[src/rtl/ppa_pipe.sv]
// rtl/ppa_pipe.sv - pipelined Brent-Kung parallel prefix adder/subtractor
// Pipeline registers are spread evenly over the 2*log2(WIDTH)+1 prefix levels, the last one at the outputs.
module ppa_pipe #(
  parameter int WIDTH  = 16,
  parameter int STAGES = 2
) (
  input  logic             clk,
  input  logic             rst,
  input  logic             in_valid,
  output logic             in_ready,
  input  logic [WIDTH-1:0] add_1,
  input  logic [WIDTH-1:0] add_2,
  input  logic             c_in,
  input  logic             sub,
  output logic             out_valid,
  input  logic             out_ready,
  output logic [WIDTH-1:0] sum,
  output logic             c_out,
  output logic             ovf
);

  localparam int LG = $clog2(WIDTH);
  localparam int NL = 2 * LG + 1;
  localparam int NW = 3 * WIDTH + 2;
  localparam int VB = NW - 1;
  localparam int CB = NW - 2;

  // Node layout: {valid, carry_in, x[W], g[W], p[W]}; x is the bitwise half-sum,
  // g/p the running group generate/propagate. Level 0 carries raw A in x and B' in p.
  logic [NW-1:0] node [0:NL];
  logic          stall;

  assign stall     = node[NL][VB] & ~out_ready;
  assign in_ready  = ~stall;
  assign node[0]   = {in_valid, sub | c_in, add_1, {WIDTH{1'b0}}, sub ? ~add_2 : add_2};

  function automatic logic [NW-1:0] level_fn(input int k, input logic [NW-1:0] n);
    logic [WIDTH-1:0] x, g, p, xn, gn, pn;
    int d;
    x  = n[3*WIDTH-1:2*WIDTH];
    g  = n[2*WIDTH-1:WIDTH];
    p  = n[WIDTH-1:0];
    xn = x;
    gn = g;
    pn = p;
    d  = 1;
    if (k == 1) begin
      // Carry-in is folded into bit 0's generate so the prefix tree needs no extra column.
      xn    = x ^ p;
      gn    = x & p;
      pn    = x ^ p;
      gn[0] = (x[0] & p[0]) | ((x[0] ^ p[0]) & n[CB]);
      pn[0] = 1'b0;
    end else if (k <= LG + 1) begin
      d = 1 << (k - 2);
      for (int i = 0; i < WIDTH; i++) begin
        if ((i + 1) % (2 * d) == 0) begin
          gn[i] = g[i] | (p[i] & g[i-d]);
          pn[i] = p[i] & p[i-d];
        end
      end
    end else if (k <= 2 * LG) begin
      d = 1 << (2 * LG - k);
      for (int i = 0; i < WIDTH; i++) begin
        if ((i >= 2 * d) && ((i + 1) % (2 * d) == d)) begin
          gn[i] = g[i] | (p[i] & g[i-d]);
          pn[i] = p[i] & p[i-d];
        end
      end
    end else begin
      // Post-processing: x becomes the sum, g[0] the carry-out, p[0] the overflow flag.
      xn[0] = x[0] ^ n[CB];
      for (int i = 1; i < WIDTH; i++) begin
        xn[i] = x[i] ^ g[i-1];
      end
      gn    = '0;
      gn[0] = g[WIDTH-1];
      pn    = '0;
      pn[0] = g[WIDTH-1] ^ g[WIDTH-2];
    end
    return {n[VB], n[CB], xn, gn, pn};
  endfunction

  for (genvar k = 1; k <= NL; k++) begin : g_lvl
    localparam bit IS_REG = ((k * STAGES) / NL) != (((k - 1) * STAGES) / NL);
    logic [NW-1:0] lvl_c;

    assign lvl_c = level_fn(k, node[k-1]);

    if (IS_REG) begin : g_reg
      logic [NW-1:0] stage_d, stage_q;

      always_comb begin
        stage_d = stall ? stage_q : lvl_c;
      end

      always_ff @(posedge clk or posedge rst) begin
        if (rst) stage_q <= '0;
        else     stage_q <= stage_d;
      end

      assign node[k] = stage_q;
    end else begin : g_comb
      assign node[k] = lvl_c;
    end
  end

  assign out_valid = node[NL][VB];
  assign sum       = node[NL][3*WIDTH-1:2*WIDTH];
  assign c_out     = node[NL][WIDTH];
  assign ovf       = node[NL][0];

endmodule

[config.mk]
export PLATFORM = sky130hd
export DESIGN_NAME = ppa_pipe
export DESIGN_NICKNAME = d
export VERILOG_FILES = /design/src/rtl/ppa_pipe.sv
export SDC_FILE = /design/constraint.sdc
export NUM_CORES = 1
export LEC_CHECK = 0
export CAP_MARGIN = 20
export CELL_PAD_IN_SITES_DETAIL_PLACEMENT = 1
export CELL_PAD_IN_SITES_GLOBAL_PLACEMENT = 1
export CORE_UTILIZATION = 39
export DETAILED_ROUTE_END_ITERATION = 7
export GPL_ROUTABILITY_DRIVEN = 0
export PLACE_DENSITY = 0.84
export SETUP_SLACK_MARGIN = 0.2
export SLEW_MARGIN = 5
export SYNTH_ARGS = -nofsm -noshare
export SYNTH_HDL_FRONTEND = slang
export SYNTH_SLANG_ARGS = --single-unit
[constraint.sdc]
create_clock -name clk -period 1.9 [get_ports clk]
set_clock_uncertainty 0.1 [all_clocks]
set_input_delay 0.19 -clock clk [delete_from_list [all_inputs] [get_ports clk]]
set_output_delay 0.19 -clock clk [all_outputs]
set_load 0.02 [all_outputs]
# Word level (Yosys, flattened, before mapping)
# Index checks and enable logic that the tools add are counted.
# op_classes
muxes	1
n_bitwise	91
# ops
operator	count
AND 1 bit	40
OR 1 bit	28
bitwise XOR 1 bit	18
AND 16 bit	1
two-way mux 16 bit	1
inverter 16 bit	1
bitwise XOR 16 bit	1
inverter 1 bit	2
# word_totals
register_bits	65
output_inout_bits	20
word_cells	94

# Logic depth before layout (Yosys ltp)
# depth
word_depth	13
ltp_mapped	8
mapped_depth_nobuf	6

# Least setup slack after synthesis
# Ideal clock, no wire load.
# synth_path
path_type	input -> register
startpoint	in sub
endpoint	reg g_lvl[5].g_reg.stage_q[31]
setup_time_ns	0.101
t_arrival_ns	1.676
t_required_ns	1.699
slack_ns	0.023
cell_stages	8
path_buffers	2
cell_sequence	buf_6 buf_2 xor2_1 ha_1 a21oi_1 a211oi_2 nor3_2 o311ai_2
# synth_via
word_cells_on_any_way	49
cone_classes	1 x mux; 48 x bitwise
# synth_rtl
element	line_no	source
from (decl)	14	input logic sub,
two-way mux 16 bit	35	assign node[0] = {in_valid, sub | c_in, add_1, {WIDTH{1'b0}}, sub ? ~add_2 : add_2};
bitwise XOR 16 bit	51	pn = x ^ p;
named net g_lvl[1].lvl_c[1]	86	logic [NW-1:0] lvl_c;
AND 1 bit	58	gn[i] = g[i] | (p[i] & g[i-d]);
OR 1 bit	58	
AND 1 bit	58	
OR 1 bit	58	
AND 1 bit	58	
OR 1 bit	58	
AND 1 bit	58	
OR 1 bit	58	
to (signal assigned)	99	else stage_q <= stage_d;
to (decl)	91	logic [NW-1:0] stage_d, stage_q;
# The timed path passes the listed nets, and every way through them passes these cells.
# A chain may end at the register's enable or synchronous reset.

# Final worst setup path
# layout_path
startpoint	in sub
endpoint	reg g_lvl[5].g_reg.stage_q[31]
# layout_via
word_cells_on_any_way	49
cone_classes	1 x mux; 48 x bitwise
# layout_rtl
element	line_no
two-way mux 16 bit (*)	35
bitwise XOR 16 bit (*)	-
named net g_lvl[1].lvl_c[37]	86
AND 1 bit	58
OR 1 bit	58
AND 1 bit	58
OR 1 bit	58
OR 1 bit (*)	58
AND 1 bit (*)	58
OR 1 bit (*)	58
# The timed path passes the listed nets; every way through them passes the cells marked *.

==> metrics.txt <==
initial drt markers=135; Net Sw Power=~1.5 mW; biggest regs=g_lvl.g_reg.stage_q: 57 flops; Fin. Hold Viols=0; final worst setup slack=0.245 ns; Num CTS Buffers=9; main area contributors after synthesis=dfrtp_1, nand2_1, ha_1; max-slew violations=0; die area=between 7000 and 8000 um^2; RSZ-0062 raised after global routing=false; DRT antenna net count=0; DP Cell Count=~480; synthesis-stage register bit count=57; sequential-to-total area share from yosys stat=0.494; first-pass GRT wire length=around 13,000 um; die width=88.1 um; initial core utilization=0.401; Hold WC Path Type=in -> async; CP delay by family, top=compound AO/OA/AOI/OAI gates; Clock power frac=0.275; Fin Setup TNS=0 ns; Max FO, Critical Path=7; fin crit share=0.871; Total Nets Final=~460; sw frac=0.332; CTS tree=yes; Clk pin slew, worst setup/hold paths=0.07 ns; drt first pass iters=6; Post-DP HPWL=5290 um; row cnt=31; fin crit period=1.66 ns; highest clock rate=604 MHz; FF-to-FF End=g_lvl[9].g_reg.stage_q[47]; vias after detailed routing=roughly 2,500; Worst Path Buf+Inv=2; initial antenna violation count=0; Top reg by flops=g_lvl.g_reg.stage_q; synthesized instance count=roughly 310; Maximum Capacitance Violations=0; critical path startpoint category=primary input; worst slack, placed=-0.348 ns; gr usage total=0.221; Mapped Nets=about 370; core area=between 7000 and 8000 um^2; Hold-fix buffers, CTS=0; crit path kind=in -> reg; Ys Warns=0; vias per cell=4.96; power per cell area=~1100 nW/um^2; wire length per cell=between 15 and 20 um; Max Root-Sink Buffers=2; Post-route DRC=0; status=finished, final reports clean; IO Pins=between 50 and 60; Post-Syn Area=2890 um^2; clk_lat worst skew=0.34 ns; relative max-transition margin=0.677; layout cells sized above 1=0.169; Worst Hold Slack=a little over 0.09 ns; chip height=88.1 um; PortBufs=57; Avg Cell Area, Syn=between 9 and 10 um^2; Critical Path RT=between 2 and 2.5 ns; H-Tree Depth=3; GR Overflow Total=0; WP data arrival=1.79 ns; slowest stage delay, CP=0.35 ns; Reg power frac=0.377; Ant. Diodes=0; worst slew pin tran=~0.48 ns; internal power=between 3 and 4 mW; largest net degree at the start of global routing=50; Synth cell types=27; P_leak=2.03 nW; Comb power frac=0.348; critical-path cell list=buf_6 > buf_12 > xor2_1 > ha_1 > nand4_1 > a211oi_2 > nor3_2 > o311ai_2; Reg2Reg Setup Slack=0.29 ns; Sink Count=57; CP max-delay cell=ha_1; P&R area growth vs syn=42.1%; max FFs per register=57; cell taking the most area after synthesis=dfrtp_1; top cell type's share of synthesized area=0.494; drt total wl=8400 um; Finish-stage setup viols=0; root buffer cell=clkbuf_8; Worst R2R Path Depth=6; crit path capture type=flop; Crit Reg-Reg Startpoint=g_lvl[5].g_reg.stage_q[23]; vias in the first global route=approximately 2,600; Power Total=between 4 and 5 mW; fin cells=about 500; Peak VDD IR=between 0.0005 and 0.0006 V
==> synth_stat cells <==
library cell and instances:
nor2b_1 1, dfrtp_1 57, nand2_1 114, xor2_1 23, buf_6 2, a21o_1 5
ha_1 23, nand4_1 2, nor3_2 1, clkbuf_1 2, o211ai_4 1, o211ai_1 1
inv_1 4, inv_2 1, nor2_1 22, a211oi_2 2, o311ai_2 1, nor2b_4 1
o21ai_1 1, a21oi_1 15, nand3_1 2, nand2b_1 1, xnor2_1 3, o21ai_0 14
buf_2 11, a31oi_1 2, nor3_1 1
==> through the flow <==
step | util | area (um^2)
after floorplan | - | 2910
after global placement | 0.516 | 3720
after detailed placement | 0.516 | 3720
after CTS | 0.554 | 4000
after global routing | 0.569 | 4110
final | 0.569 | 4110
==> layer usage <==
| layer | global-route usage | wire, um | up-vias |
|---|---|---|---|
| met4 | 0.0997 | 222 | 0 |
| met5 | 0 | 0 | - |
| li1 | - | - | 1175 |
| met1 | 0.257 | 3340 | 1230 |
| met2 | 0.397 | 4570 | 61 |
| met3 | 0.0405 | 262 | 21 |
==> timing repair <==
item,CTS,global route
setup endpoints to repair,6,6
resized for setup,4,25
cloned,1,0
setup buffers,3,4
pin swaps,6,15
==> layout make-up <==
class | count | area [um^2]
fill | 816 | 3110
multi-input combinational | 236 | 1430
sequential | 57 | 1430
timing repair buffer | 89 | 888
clock buffer | 10 | 138
tap | 99 | 124
clock inverter | 5 | 80.1
inverter | 5 | 18.8
==> worst max path at each step <==
| stage | from | to | slack, ns | cells after the start |
|---|---|---|---|---|
| final | sub | g_lvl[5].g_reg.stage_q[31] | 0.24 | 8 |
| after global routing | add_2[13] | g_lvl[5].g_reg.stage_q[31] | 0.19 | 7 |
| after CTS | sub | g_lvl[5].g_reg.stage_q[31] | 0.17 | 8 |
| after detailed placement | sub | g_lvl[5].g_reg.stage_q[31] | -0.35 | 8 |
| after global placement | sub | g_lvl[5].g_reg.stage_q[31] | -0.26 | 8 |
| after floorplan | sub | g_lvl[5].g_reg.stage_q[31] | 0.15 | 8 |
==> cells by family after synthesis <==
family | Yosys count | share of synthesized area
and+or+nand+nor | 145 | 0.199
DFF | 57 | 0.494
AOI/OAI and AO/OA | 42 | 0.0935
xor gates and xnor gates | 26 | 0.0788
adders and majority gates | 23 | 0.0996
buffers and inverters | 20 | 0.0359
==> layout by cell type (no fill, tap or decap), drive strengths merged, types with 3 or more instances in the layout <==
cell type	synthesis	layout
nand2	114	114
dfrtp	57	57
clkdlybuf4s50	0	47
buf	13	33
xor2	23	23
ha	23	23
nor2	22	22
o21ai	15	15
a21oi	15	15
clkbuf	2	10
dlymetal6s2s	0	8
a21o	5	5
inv	5	5
xnor2	3	3
==> power by group through the flow <==
stage | sequential (mW) | combinational [mW] | clock (mW)
final | 1.72 | 1.59 | 1.26
after global routing | 1.75 | 1.75 | 1.33
after CTS | 1.72 | 1.54 | 1.27
after detailed placement | 1.74 | 1.50 | 0
after global placement | 1.71 | 1.44 | 0
after floorplan | 1.90 | 0.633 | 0
Note: power is estimated with default switching activity, not from simulation.
